<file path="config.mk">
export PLATFORM = sky130hd
export DESIGN_NAME = vga_timing_ctrl
export DESIGN_NICKNAME = d
export VERILOG_FILES = /design/src/rtl/vga_timing_pkg.sv /design/src/rtl/vga_timing_ctrl_sync_delay_line.sv /design/src/rtl/vga_timing_ctrl.sv
export SDC_FILE = /design/constraint.sdc
export NUM_CORES = 1
export LEC_CHECK = 0
export CAP_MARGIN = 15
export CORE_UTILIZATION = 50
export CTS_CLUSTER_DIAMETER = 50
export DETAILED_ROUTE_END_ITERATION = 12
export GPL_ROUTABILITY_DRIVEN = 0
export GPL_TIMING_DRIVEN = 0
export PLACE_DENSITY_LB_ADDON = 0.3
export SYNTH_ARGS = -nofsm -noshare
export SYNTH_HDL_FRONTEND = slang
export SYNTH_HIERARCHICAL = 1
export SYNTH_SLANG_ARGS = --single-unit
</file>
<file path="constraint.sdc">
create_clock -name PCLK -period 3.22 [get_ports PCLK]
set_clock_uncertainty 0.15 [all_clocks]
set_input_delay 0.483 -clock PCLK [delete_from_list [all_inputs] [get_ports PCLK]]
set_output_delay 0.483 -clock PCLK [all_outputs]
set_load 0.01 [all_outputs]
</file>
<file path="src/rtl/vga_timing_pkg.sv">
// 640x480@60 raster constants, derived sync windows and controller state type.
package vga_timing_pkg;

    localparam int CNT_W = 10;

    localparam int VGA_H_ACTIVE = 640;
    localparam int VGA_H_FP     = 16;
    localparam int VGA_H_SYNC   = 96;
    localparam int VGA_H_BP     = 48;
    localparam int VGA_V_ACTIVE = 480;
    localparam int VGA_V_FP     = 10;
    localparam int VGA_V_SYNC   = 2;
    localparam int VGA_V_BP     = 33;

    localparam int VGA_H_TOTAL  = VGA_H_ACTIVE + VGA_H_FP + VGA_H_SYNC + VGA_H_BP;
    localparam int VGA_V_TOTAL  = VGA_V_ACTIVE + VGA_V_FP + VGA_V_SYNC + VGA_V_BP;
    localparam int VGA_HS_START = VGA_H_ACTIVE + VGA_H_FP;
    localparam int VGA_HS_END   = VGA_HS_START + VGA_H_SYNC - 1;
    localparam int VGA_VS_START = VGA_V_ACTIVE + VGA_V_FP;
    localparam int VGA_VS_END   = VGA_VS_START + VGA_V_SYNC - 1;

    typedef enum logic [1:0] {
        ST_IDLE  = 2'd0,
        ST_RUN   = 2'd1,
        ST_DRAIN = 2'd2
    } state_e;

endpackage

</file>
<file path="src/rtl/vga_timing_ctrl_sync_delay_line.sv">
// Fixed-depth shift line for {HSYNC,VSYNC,DE}; DEPTH=0 is a wire.
module sync_delay_line #(
    parameter int               WIDTH     = 3,
    parameter int               DEPTH     = 2,
    parameter logic [WIDTH-1:0] RESET_VAL = '0
) (
    input  logic             PCLK,
    input  logic             RESET_n,
    input  logic [WIDTH-1:0] din,
    output logic [WIDTH-1:0] dout
);

    if (DEPTH == 0) begin : g_pass
        assign dout = din;
    end else begin : g_pipe
        logic [WIDTH-1:0] stage_q [DEPTH];
        logic [WIDTH-1:0] stage_d [DEPTH];

        always_comb begin
            stage_d[0] = din;
            for (int i = 1; i < DEPTH; i++) begin
                stage_d[i] = stage_q[i-1];
            end
        end

        always_ff @(posedge PCLK or negedge RESET_n) begin
            if (!RESET_n) begin
                for (int i = 0; i < DEPTH; i++) begin
                    stage_q[i] <= RESET_VAL;
                end
            end else begin
                for (int i = 0; i < DEPTH; i++) begin
                    stage_q[i] <= stage_d[i];
                end
            end
        end

        assign dout = stage_q[DEPTH-1];
    end

endmodule

</file>
<file path="src/rtl/vga_timing_ctrl.sv">
// Raster sequencer: frame-atomic run/drain FSM, X/Y counters, sync decode.
module vga_timing_ctrl
    import vga_timing_pkg::*;
#(
    parameter int   H_ACTIVE = VGA_H_ACTIVE,
    parameter int   H_FP     = VGA_H_FP,
    parameter int   H_SYNC   = VGA_H_SYNC,
    parameter int   H_BP     = VGA_H_BP,
    parameter int   V_ACTIVE = VGA_V_ACTIVE,
    parameter int   V_FP     = VGA_V_FP,
    parameter int   V_SYNC   = VGA_V_SYNC,
    parameter int   V_BP     = VGA_V_BP,
    parameter logic HS_POL   = 1'b0,
    parameter logic VS_POL   = 1'b0,
    parameter int   PIPE_LAT = 2
) (
    input  logic             PCLK,
    input  logic             RESET_n,
    input  logic             EN,
    output logic [CNT_W-1:0] X,
    output logic [CNT_W-1:0] Y,
    output logic             PIX_REQ,
    output logic             LINE_START,
    output logic             FRAME_START,
    output logic             VBLANK,
    output logic             HSYNC,
    output logic             VSYNC,
    output logic             DE,
    output logic             BUSY
);

    localparam int H_TOTAL = H_ACTIVE + H_FP + H_SYNC + H_BP;
    localparam int V_TOTAL = V_ACTIVE + V_FP + V_SYNC + V_BP;

    localparam logic [CNT_W-1:0] H_LAST = CNT_W'(H_TOTAL - 1);
    localparam logic [CNT_W-1:0] V_LAST = CNT_W'(V_TOTAL - 1);
    localparam logic [CNT_W-1:0] HA_W   = CNT_W'(H_ACTIVE);
    localparam logic [CNT_W-1:0] VA_W   = CNT_W'(V_ACTIVE);
    localparam logic [CNT_W-1:0] HS_S   = CNT_W'(H_ACTIVE + H_FP);
    localparam logic [CNT_W-1:0] HS_E   = CNT_W'(H_ACTIVE + H_FP + H_SYNC - 1);
    localparam logic [CNT_W-1:0] VS_S   = CNT_W'(V_ACTIVE + V_FP);
    localparam logic [CNT_W-1:0] VS_E   = CNT_W'(V_ACTIVE + V_FP + V_SYNC - 1);

    localparam logic [2:0] DEC_RST = {~HS_POL, ~VS_POL, 1'b0};

    state_e           state_q, state_d;
    logic [CNT_W-1:0] x_q, x_d, y_q, y_d;
    logic [CNT_W-1:0] x_nxt, y_nxt;
    logic             pix_req_q, pix_req_d;
    logic             line_start_q, line_start_d;
    logic             frame_start_q, frame_start_d;
    logic             vblank_q, vblank_d;
    logic             busy_q, busy_d;
    logic [2:0]       dec_q, dec_d;
    logic [2:0]       dly_out;
    logic             x_end, frame_end, run_d, hs_on, vs_on;

    always_comb begin
        x_end     = (x_q == H_LAST);
        frame_end = x_end && (y_q == V_LAST);
        x_nxt     = x_end ? '0 : x_q + CNT_W'(1);
        y_nxt     = y_q;
        if (x_end) begin
            y_nxt = frame_end ? '0 : y_q + CNT_W'(1);
        end

        state_d = state_q;
        x_d     = x_q;
        y_d     = y_q;
        unique case (state_q)
            ST_IDLE: begin
                if (EN) state_d = ST_RUN;
            end
            ST_RUN: begin
                x_d = x_nxt;
                y_d = y_nxt;
                if (!EN) state_d = frame_end ? ST_IDLE : ST_DRAIN;
            end
            ST_DRAIN: begin
                x_d = x_nxt;
                y_d = y_nxt;
                if (EN)             state_d = ST_RUN;
                else if (frame_end) state_d = ST_IDLE;
            end
            default: state_d = ST_IDLE;
        endcase

        // Outputs are decoded from next-cycle X/Y so they land registered with them.
        if (state_d == ST_IDLE) begin
            x_d = '0;
            y_d = '0;
        end
        run_d         = (state_d != ST_IDLE);
        pix_req_d     = run_d && (x_d < HA_W) && (y_d < VA_W);
        line_start_d  = run_d && (x_d == '0);
        frame_start_d = line_start_d && (y_d == '0);
        vblank_d      = run_d && (y_d >= VA_W);
        busy_d        = run_d;
        hs_on         = run_d && (x_d >= HS_S) && (x_d <= HS_E);
        vs_on         = run_d && (y_d >= VS_S) && (y_d <= VS_E);
        dec_d         = {hs_on ? HS_POL : ~HS_POL,
                         vs_on ? VS_POL : ~VS_POL,
                         pix_req_d};
    end

    always_ff @(posedge PCLK or negedge RESET_n) begin
        if (!RESET_n) begin
            state_q       <= ST_IDLE;
            x_q           <= '0;
            y_q           <= '0;
            pix_req_q     <= 1'b0;
            line_start_q  <= 1'b0;
            frame_start_q <= 1'b0;
            vblank_q      <= 1'b0;
            busy_q        <= 1'b0;
            dec_q         <= DEC_RST;
        end else begin
            state_q       <= state_d;
            x_q           <= x_d;
            y_q           <= y_d;
            pix_req_q     <= pix_req_d;
            line_start_q  <= line_start_d;
            frame_start_q <= frame_start_d;
            vblank_q      <= vblank_d;
            busy_q        <= busy_d;
            dec_q         <= dec_d;
        end
    end

    sync_delay_line #(
        .WIDTH     (3),
        .DEPTH     (PIPE_LAT),
        .RESET_VAL (DEC_RST)
    ) u_dly (
        .PCLK    (PCLK),
        .RESET_n (RESET_n),
        .din     (dec_q),
        .dout    (dly_out)
    );

    assign X           = x_q;
    assign Y           = y_q;
    assign PIX_REQ     = pix_req_q;
    assign LINE_START  = line_start_q;
    assign FRAME_START = frame_start_q;
    assign VBLANK      = vblank_q;
    assign BUSY        = busy_q;
    assign {HSYNC, VSYNC, DE} = dly_out;

endmodule

</file>
Word level (Yosys, flattened, before mapping):

Cells that the tools add are included.

* output and inout port bits: 28
* logic and storage cells: 55
* input port bits: 3
* bits in registers: 36

* order comparisons: 7
* reduce and logical (&&, ||, !) cells: 16
* eq/ne operators: 4
* multiplexer cells: 15
* add/subtract/negate cells: 2

Operator list (number)
* two-way mux 10 bit: 7
* adder 10 x 1 -> 10 bit, second input constant: 2
* == test 10 bit, second input constant: 2
* greater-or-equal comparator 10 x 9 -> 1 bit, second input constant: 2
* zero test 10 bit: 2
* greater-or-equal comparator 10 bit, second input constant: 1
* <= comparator 10 bit, second input constant: 1
* <= comparator 10 x 9 -> 1 bit, second input constant: 1
* logical AND 1 bit: 10
* < comparator 10 bit, second input constant: 1
* < comparator 10 x 9 -> 1 bit, second input constant: 1
* two-way mux 2 bit: 5
* one-hot mux 2 bit (3 select lines): 1
* zero test 2 bit: 2
* == test 2 x 1 -> 1 bit, second input constant: 1
* == test 2 bit, second input constant: 1
* two-way mux 1 bit: 2
* nonzero test 2 bit: 1
* OR reduction 2 bit: 1

Longest topological paths before layout:

Gate-level depths: netlist of run 1.

* word-level depth: 11
* mapped depth: 10
* depth with buffers taken out: 8

Modules after synthesis:

Netlist of run 1, hierarchy kept.

By module, submodules not included
* vga_timing_ctrl: seq. area each 728.2 sq um, cells an instance 219, times used 1, area an instance 1956.9 sq um
* sync_delay_line: seq. area each 155.1 sq um, cells an instance 6, times used 1, area an instance 155.1 sq um

Worst setup path before layout of run 1:

OpenSTA, ideal clock, no wires.

* kind: reg2reg
* start point: register state_q[1]
* end point: register dec_q[1]
* required time: 2976 ps
* library setup time: 94 ps
* arrival time: 2579 ps
* path slack: 397 ps
* cell stages (with the launch flop): 11
* clock period less this slack: 2823 ps
* path buffers: 2
* cells stage by stage: dfrtp_1 -> inv_1 -> ha_1 -> clkbuf_1 -> nand2_1 -> or3_1 -> buf_6 -> nor4_4 -> xnor2_1 -> nand2_1 -> or4b_1

* word-level cells in the longest chain between the ends: 9
* elaborated cells on any way between the ends: 18
* classes of those cells: order compare (2); eq/ne (2); mux (8); reduce/logical (6)

Ends and longest elaborated chain
* from (decl): RTL line vga_timing_ctrl.sv:46 `state_e state_q, state_d;`
* from (signal assigned): RTL line vga_timing_ctrl.sv:118 `state_q <= state_d;`
* two-way mux 2 bit: RTL line vga_timing_ctrl.sv:83 `else if (frame_end) state_d = ST_IDLE;`
* two-way mux 2 bit: RTL line vga_timing_ctrl.sv:82 `if (EN) state_d = ST_RUN;`
* one-hot mux 2 bit (3 select lines): RTL line vga_timing_ctrl.sv:70 `unique case (state_q)`
* zero test 2 bit: RTL line vga_timing_ctrl.sv:89 `if (state_d == ST_IDLE) begin`
* two-way mux 10 bit: RTL line vga_timing_ctrl.sv:89
* greater-or-equal comparator 10 x 9 -> 1 bit: RTL line vga_timing_ctrl.sv:100 `vs_on = run_d && (y_d >= VS_S) && (y_d <= VS_E);`
* logical AND 1 bit: RTL line vga_timing_ctrl.sv:100
* logical AND 1 bit *: RTL line vga_timing_ctrl.sv:100
* two-way mux 1 bit *: RTL line vga_timing_ctrl.sv:102 `vs_on ? VS_POL : ~VS_POL,`
* via dec_d[1]: RTL line vga_timing_ctrl.sv:54 `logic [2:0] dec_q, dec_d;`
* to (signal assigned): RTL line vga_timing_ctrl.sv:116 `dec_q <= DEC_RST;`
* to (signal assigned): RTL line vga_timing_ctrl.sv:126 `dec_q <= dec_d;`
* to (decl): RTL line vga_timing_ctrl.sv:54

Mark *: on every way through the listed nets, which the timed path passes. The rest lies on a longest branch.

Final worst setup path of run 1:

Same ends and word-level chain as after synthesis.

==> run_results.csv, run 1 <==
group,metric,value,unit
run_status,outcome,"complete, no violations",
clock_network,resized_after_cts,0,
synth,synth_area,2110,um^2
routing,drt-initial-drc-count,77,
synth,synth_top_flop_cell,"sky130_fd_sc_hd__dfrtp_1",
routing,post_drt_wl_per_cell,14.7,um
floorplanning,starting_utilization_of_the_core_area,52.4,%
synth,syn_area_per_cell,9.39,um^2
clock_network,clkSinkCount,35,
synth,synthXorXnorAreaFrac,8.29,%
synth,adder_cell_share_of_the_synthesized_area,4.15,%
grt,grtUsageTotal,22.1,%
clock_network,cts_tree,"built",
synth,post-synth-top-count-cell,"sky130_fd_sc_hd__dfrtp_1",
synth,synth.top_cell.area_share,34.4,%
clock_network,cts_post_setup_buffers_inserted,0,
routing,postRouteWirelength,4560,um
synth,synth_top_family_by_area,"simple AND/OR/NAND/NOR gates",
synth,number_of_synthesized_flops_with_an_enable_pin,0,
floorplanning,die_x,67.0,um
timing,max_slew.worst_pin.slew,0.792,ns
clock_network,clkSlewWorstSetupHoldPaths,0.08,ns
setup_path,start_kind,"register",
clock_network,insertion_delay,0.30,ns
setup_path,rr_endpoint,"dec_q[1]",
setup_path,setup.worst_path.class,"reg -> reg",
final_layout,finish.utilization,64.5,%
routing,drt_first_pass_iters,4,
synth,synth_nets,235,
setup_path,critPathCaptureType,"register",
power_and_ir_drop,p_leak,1.04,nW
routing,drc,0,
timing,timing_max_transition_violations_final,0,
clock_network,cts-htree-levels,2,
clock_network,ctsHoldBuffers,0,
routing,vias_per_cell,5.83,
synth,ys_seq_elements,35,
final_layout,layoutNonFillerInstCount,311,
placed_design,place.detailed.instances,305,
floorplanning,die-area,4490,um^2
timing,max_freq,0.335,GHz
hold_path,min_path_type,"in -> async",
grt,grt_max_degree,36,
final_layout,syn2layout_area_growth,23.0,%
synth,synth.largest_area_cell,"sky130_fd_sc_hd__dfrtp_1",
setup_path,regToRegSetupSlack,0.24,ns
setup_path,timing.rr.start,"state_q[1]",
floorplanning,die_height,67.0,um
timing,hold_viol,0,
synth,ys_top_cells_by_area,"sky130_fd_sc_hd__dfrtp_1 34%, sky130_fd_sc_hd__dfstp_2 7.5%, sky130_fd_sc_hd__xnor2_1 5.4%",
timing,setup_viol,0,
synth,async_flop_share,100,%
grt,number_of_antenna_violations_at_the_first_check_in_global_routing,0,
placed_design,dp_slack,0.108,ns
timing,fin_setup_tns,0,ns
setup_path,cp_data_arrival_time,3.05,ns
job,maxCapViolCount,0,
synth,synth.yosys.seq_area_share,41.8,%
setup_path,worst-r2r-cell-count,9,
placed_design,placement.io_buffers,30,
floorplanning,placement_rows,23,
timing,grt_setup_unrepaired,"no",
setup_path,critical_path_required,3.29,ns
grt,global_route.overflow_total,0,
grt,wire_length_of_the_first_global_routing_pass,7410,um
synth,synth.area.mux_share,0.533,%
final_layout,num_antenna_cells,0,
routing,antenna_violating_nets_post_route,0,
synth,synth_compound_area_share,14.3,%
setup_path,maximum_fanout_along_the_worst_path,10,
routing,route.vias.total,1813,
floorplanning,fp.coreArea,4030,um^2
synth,synth.top_cells.by_count,"29 x sky130_fd_sc_hd__dfrtp_1, 24 x sky130_fd_sc_hd__nor2_1, 13 x sky130_fd_sc_hd__xnor2_1",
synth,post_synth_simple_gate_area,25.7,%
final_layout,nets,270,
timing,period_minus_slack,2.98,ns
synth,ys_types,55,
timing,min_period_over_period,92.6,%
power_and_ir_drop,power.ir.vdd_worst,0.000344,V
clock_network,cts_inserted_buffers,5,
synth,synth_warnings,6,
final_layout,layout-drive-gt1-share,11.1,%
floorplanning,design.portCount,31,
placed_design,detailedPlacementHpwl,3130,um
timing,setup_slack_of_the_critical_path_after_layout,0.237,ns
clock_network,clock_tree.root_cell,"sky130_fd_sc_hd__clkbuf_8",
power_and_ir_drop,power_density,615,nW/um^2
clock_network,cts_max_path_buffers,2,
synth,synthCells,225,
power_and_ir_drop,report.power.total,1.60,mW
timing,maxSlewHeadroom,47.2,%
grt,first_global_vias,1624,
where the power goes:
part	internal [mW]	leakage [nW]	switching [mW]	total [mW]
Sequential	0.502	0.453	0.0484	0.550
Clock	0.309	0.0644	0.172	0.481
Combinational	0.253	0.521	0.314	0.567
flip-flops by register name, indices dropped and copies added (netlist names):
name / count
dec_q: 3
FRAME_START: 1
X: 10
u_dly/dout: 3
BUSY: 1
state_q: 2
Y: 10
u_dly/g_pipe.stage_d: 3
LINE_START: 1
VBLANK: 1
cell families after synthesis:
family	after synthesis
AO/OA/AOI/OAI	40
adder cells (fa/ha/maj)	7
multiplexers	1
buffers and inverters	24
AND/OR/NAND/NOR	98
flip-flops	35
XOR/XNOR	20
stage by stage:
stage                     hold slack, ns  area [um^2]
after detailed placement           0.196         2470
after floorplan                   0.0374         2110
after global routing               0.181         2600
after global placement             0.187         2470
final                              0.117         2600
after CTS                          0.144         2610
metal layers:
metal  part of all wire, %  track usage, %  vias up  routed length [um]
li1                      -               -      879                   -
met1                    48            30.8      872                2200
met2                    45            33.0       54                2050
met3                   5.6            5.48        8                 253
met4                   1.2            7.45        0                  55
met5                     0               0        -                   0
layout by cell type, fill, tap and decap left out, drive strengths merged, types with 4 or more instances in the layout:
master,n
o21ai,4
nand4,8
a21oi,11
xnor2,13
or3,5
xor2,7
ha,7
buf,5
dfstp,6
clkbuf,15
nand2,12
inv,8
dfrtp,29
nor3,10
nor2,25
nand3,11
clkdlybuf4s50,29
nor4,4
cell type report:
cell class,instances,area [um^2]
timing repair buffer,30,295
fill,337,1430
clock inverter,3,67.6
buffer,14,72.6
tap,50,62.6
inverter,8,30.0
clock buffer,5,68.8
multi-input combinational,166,1120
sequential,35,883
critical path, cell delays in order, from the launching register on:
cell and delay, ns:
sky130_fd_sc_hd__dfrtp_1 0.47, sky130_fd_sc_hd__inv_1 0.11, sky130_fd_sc_hd__ha_1 0.43, sky130_fd_sc_hd__nand2_1 0.17, sky130_fd_sc_hd__or3_1 0.35, sky130_fd_sc_hd__buf_6 0.15
sky130_fd_sc_hd__nor4_4 0.26, sky130_fd_sc_hd__xnor2_1 0.25, sky130_fd_sc_hd__nand2_1 0.08, sky130_fd_sc_hd__or4b_1 0.48
worst max path at each step:
stage                           to  slack (ns)  cells past startpoint        from
after global routing      dec_q[1]        0.06                      9  state_q[1]
final                     dec_q[1]        0.24                      9  state_q[1]
after CTS                 dec_q[1]         0.1                     10  state_q[1]
after floorplan           dec_q[1]        0.40                     10  state_q[1]
after global placement    dec_q[1]        0.14                     10  state_q[1]
after detailed placement  dec_q[1]        0.11                     10  state_q[1]
Power figures use the tool's default switching activity.
==> run 2: changes to the inputs <==
--- a/config.mk
+++ b/config.mk
@@ -6,7 +6,8 @@
 export NUM_CORES = 1
 export LEC_CHECK = 0
 export CAP_MARGIN = 15
-export CORE_UTILIZATION = 50
+export CORE_MARGIN = 3
+export CORE_UTILIZATION = 45
 export CTS_CLUSTER_DIAMETER = 50
 export DETAILED_ROUTE_END_ITERATION = 12
 export GPL_ROUTABILITY_DRIVEN = 0
==> run_results.csv, run 2 (synthesis gave the netlist of run 1 again) <==
group,metric,value,unit
run_status,outcome,"complete, no violations",
setup_path,regToRegSetupSlack,0.31,ns
floorplanning,placement_rows,24,
grt,first_global_vias,1719,
clock_network,clock_tree.root_cell,"sky130_fd_sc_hd__clkbuf_8",
clock_network,cts_max_path_buffers,2,
routing,antenna_violating_nets_post_route,0,
hold_path,min_path_type,"in -> async",
timing,min_period_over_period,90.4,%
setup_path,setup.worst_path.class,"reg -> reg",
grt,number_of_antenna_violations_at_the_first_check_in_global_routing,0,
grt,wire_length_of_the_first_global_routing_pass,8020,um
clock_network,cts_inserted_buffers,5,
routing,vias_per_cell,5.75,
setup_path,cp_data_arrival_time,2.97,ns
setup_path,timing.rr.start,"state_q[0]",
power_and_ir_drop,power_frac_comb,39.8,%
routing,route.vias.total,1807,
grt,grtUsageTotal,19.0,%
final_layout,nets,271,
final_layout,layout-drive-gt1-share,11.1,%
final_layout,syn2layout_area_growth,20.9,%
setup_path,maximum_fanout_along_the_worst_path,10,
routing,drc,0,
routing,drt-initial-drc-count,122,
setup_path,critical_path_required,3.28,ns
timing,grt_setup_unrepaired,"no",
final_layout,layout_commonest_cell,"sky130_fd_sc_hd__clkdlybuf4s50_1",
placed_design,detailedPlacementHpwl,3350,um
power_and_ir_drop,power_density,563,nW/um^2
floorplanning,die_x,74.5,um
timing,timing_max_transition_violations_final,0,
job,maxCapViolCount,0,
setup_path,worst_path_max_delay_cell,"sky130_fd_sc_hd__or4b_1",
setup_path,critPathCaptureType,"register",
timing,period_minus_slack,2.91,ns
timing,setup_viol,0,
clock_network,cts-htree-levels,2,
floorplanning,design.portCount,31,
timing,fin_setup_tns,0,ns
final_layout,most-common-layout-cells,"29 x sky130_fd_sc_hd__clkdlybuf4s50_1, 28 x sky130_fd_sc_hd__dfrtp_1, 24 x sky130_fd_sc_hd__nor2_1",
power_and_ir_drop,power.ir.vdd_worst,0.000239,V
clock_network,insertion_delay,0.29,ns
clock_network,cts_post_setup_buffers_inserted,0,
timing,max_freq,0.344,GHz
final_layout,num_antenna_cells,0,
floorplanning,starting_utilization_of_the_core_area,47.5,%
setup_path,rr_endpoint,"dec_q[1]",
power_and_ir_drop,pwr-share-seq,38.7,%
floorplanning,fp.coreArea,4440,um^2
clock_network,clkSinkCount,35,
routing,postRouteWirelength,4670,um
setup_path,start_kind,"register",
placed_design,placement.io_buffers,30,
grt,global_route.overflow_total,0,
setup_path,crit_path_max_incr_delay,0.47,ns
routing,post_drt_wl_per_cell,14.9,um
power_and_ir_drop,total_switching_power,0.524,mW
routing,drt_first_pass_iters,4,
floorplanning,die_height,74.5,um
timing,max_slew.worst_pin.slew,0.767,ns
power_and_ir_drop,intPower,0.913,mW
setup_path,worst-r2r-cell-count,9,
clock_network,cts_tree,"built",
power_and_ir_drop,swShare,36.5,%
timing,maxSlewHeadroom,48.9,%
setup_path,worst_path_most_repeated_cell,"sky130_fd_sc_hd__nand2_1",
grt,grt_max_degree,36,
setup_path,path_cells,"inv_1 > ha_2 > nand2_1 > or3_1 > buf_6 > nor4_4 > xnor2_1 > nand2_1 > or4b_1",
power_and_ir_drop,clockPowerShare,21.5,%
timing,hold_viol,0,
timing,whs,0.116,ns
power_and_ir_drop,p_leak,1.01,nW
final_layout,filler_cell_count,402,
clock_network,clkSlewWorstSetupHoldPaths,0.07,ns
floorplanning,die-area,5550,um^2
## run 2: cell types whose count changed in the layout (fill, tap and decap cells not counted)
cell                         before  now
sky130_fd_sc_hd__dfrtp_2          0    1
sky130_fd_sc_hd__clkinvlp_4       1    0
sky130_fd_sc_hd__ha_2             0    1
sky130_fd_sc_hd__ha_1             7    6
sky130_fd_sc_hd__clkinv_2         0    1
sky130_fd_sc_hd__dfrtp_1         29   28
sky130_fd_sc_hd__clkbuf_1        10   13
sky130_fd_sc_hd__bufinv_16        2    0
## run 2: worst max-delay path by stage
stage | startpoint | slack [ns] | depth (start not counted) | end
2_1_floorplan | state_q[1] | 0.40 | 10 | dec_q[1]
3_3_place_gp | state_q[1] | 0.14 | 10 | dec_q[1]
3_5_place_dp | state_q[1] | 0.07 | 10 | dec_q[1]
4_1_cts | state_q[1] | 0.05 | 10 | dec_q[1]
5_1_grt | state_q[0] | 0.07 | 9 | dec_q[1]
6_report | state_q[0] | 0.31 | 9 | dec_q[1]
## run 2: power by group through the flow
stage | combinational, mW | clock (mW) | sequential, mW
floorplan | 0.367 | 0 | 0.570
global placement | 0.561 | 0 | 0.561
detailed placement | 0.569 | 0 | 0.560
CTS | 0.573 | 0.320 | 0.555
global route | 0.640 | 0.336 | 0.565
finish | 0.572 | 0.309 | 0.555
## run 2: what timing repair did
action	in CTS	in global routing
setup endpoints to repair	0	4
resized for setup	0	2
hold buffers	0	0
## run 2: cell type report
type                       count  area, um^2  area share, %
clock inverter                 1        5.00          0.196
buffer                        15        76.3           2.99
sequential                    35         885           34.6
multi-input combinational    166        1120           43.9
clock buffer                   7        76.3           2.99
inverter                       8        30.0           1.18
tap                           52        65.1           2.55
timing repair buffer          30         295           11.6
## run 2: metal layers
layer | up-vias | GRT usage, % | routed length, um
met5 | - | 0 | 0
met4 | 0 | 7.31 | 76
met3 | 5 | 4.46 | 233
met2 | 43 | 28.6 | 2140
met1 | 871 | 26.4 | 2220
li1 | 888 | - | -
## run 2: through the flow
stage / cell area [um^2] / util, % / total power [mW] / instances / setup WS, ns
finish: 2550 / 57.5 / 1.44 / 314 / 0.309
CTS: 2550 / 57.5 / 1.45 / 315 / 0.0498
global placement: 2480 / 55.7 / 1.12 / 307 / 0.138
detailed placement: 2470 / 55.6 / 1.13 / 307 / 0.0688
global route: 2550 / 57.5 / 1.54 / 314 / 0.0670
floorplan: 2110 / - / 0.937 / 225 / 0.397
## run 2: critical path: cells and delay by family, from the launching register on
family / cells / cell delay, ns
xor gates and xnor gates: 1 / 0.25
adders and majority gates: 1 / 0.41
buffers and inverters: 2 / 0.24
DFF: 1 / 0.44
and+or+nand+nor: 5 / 1.32
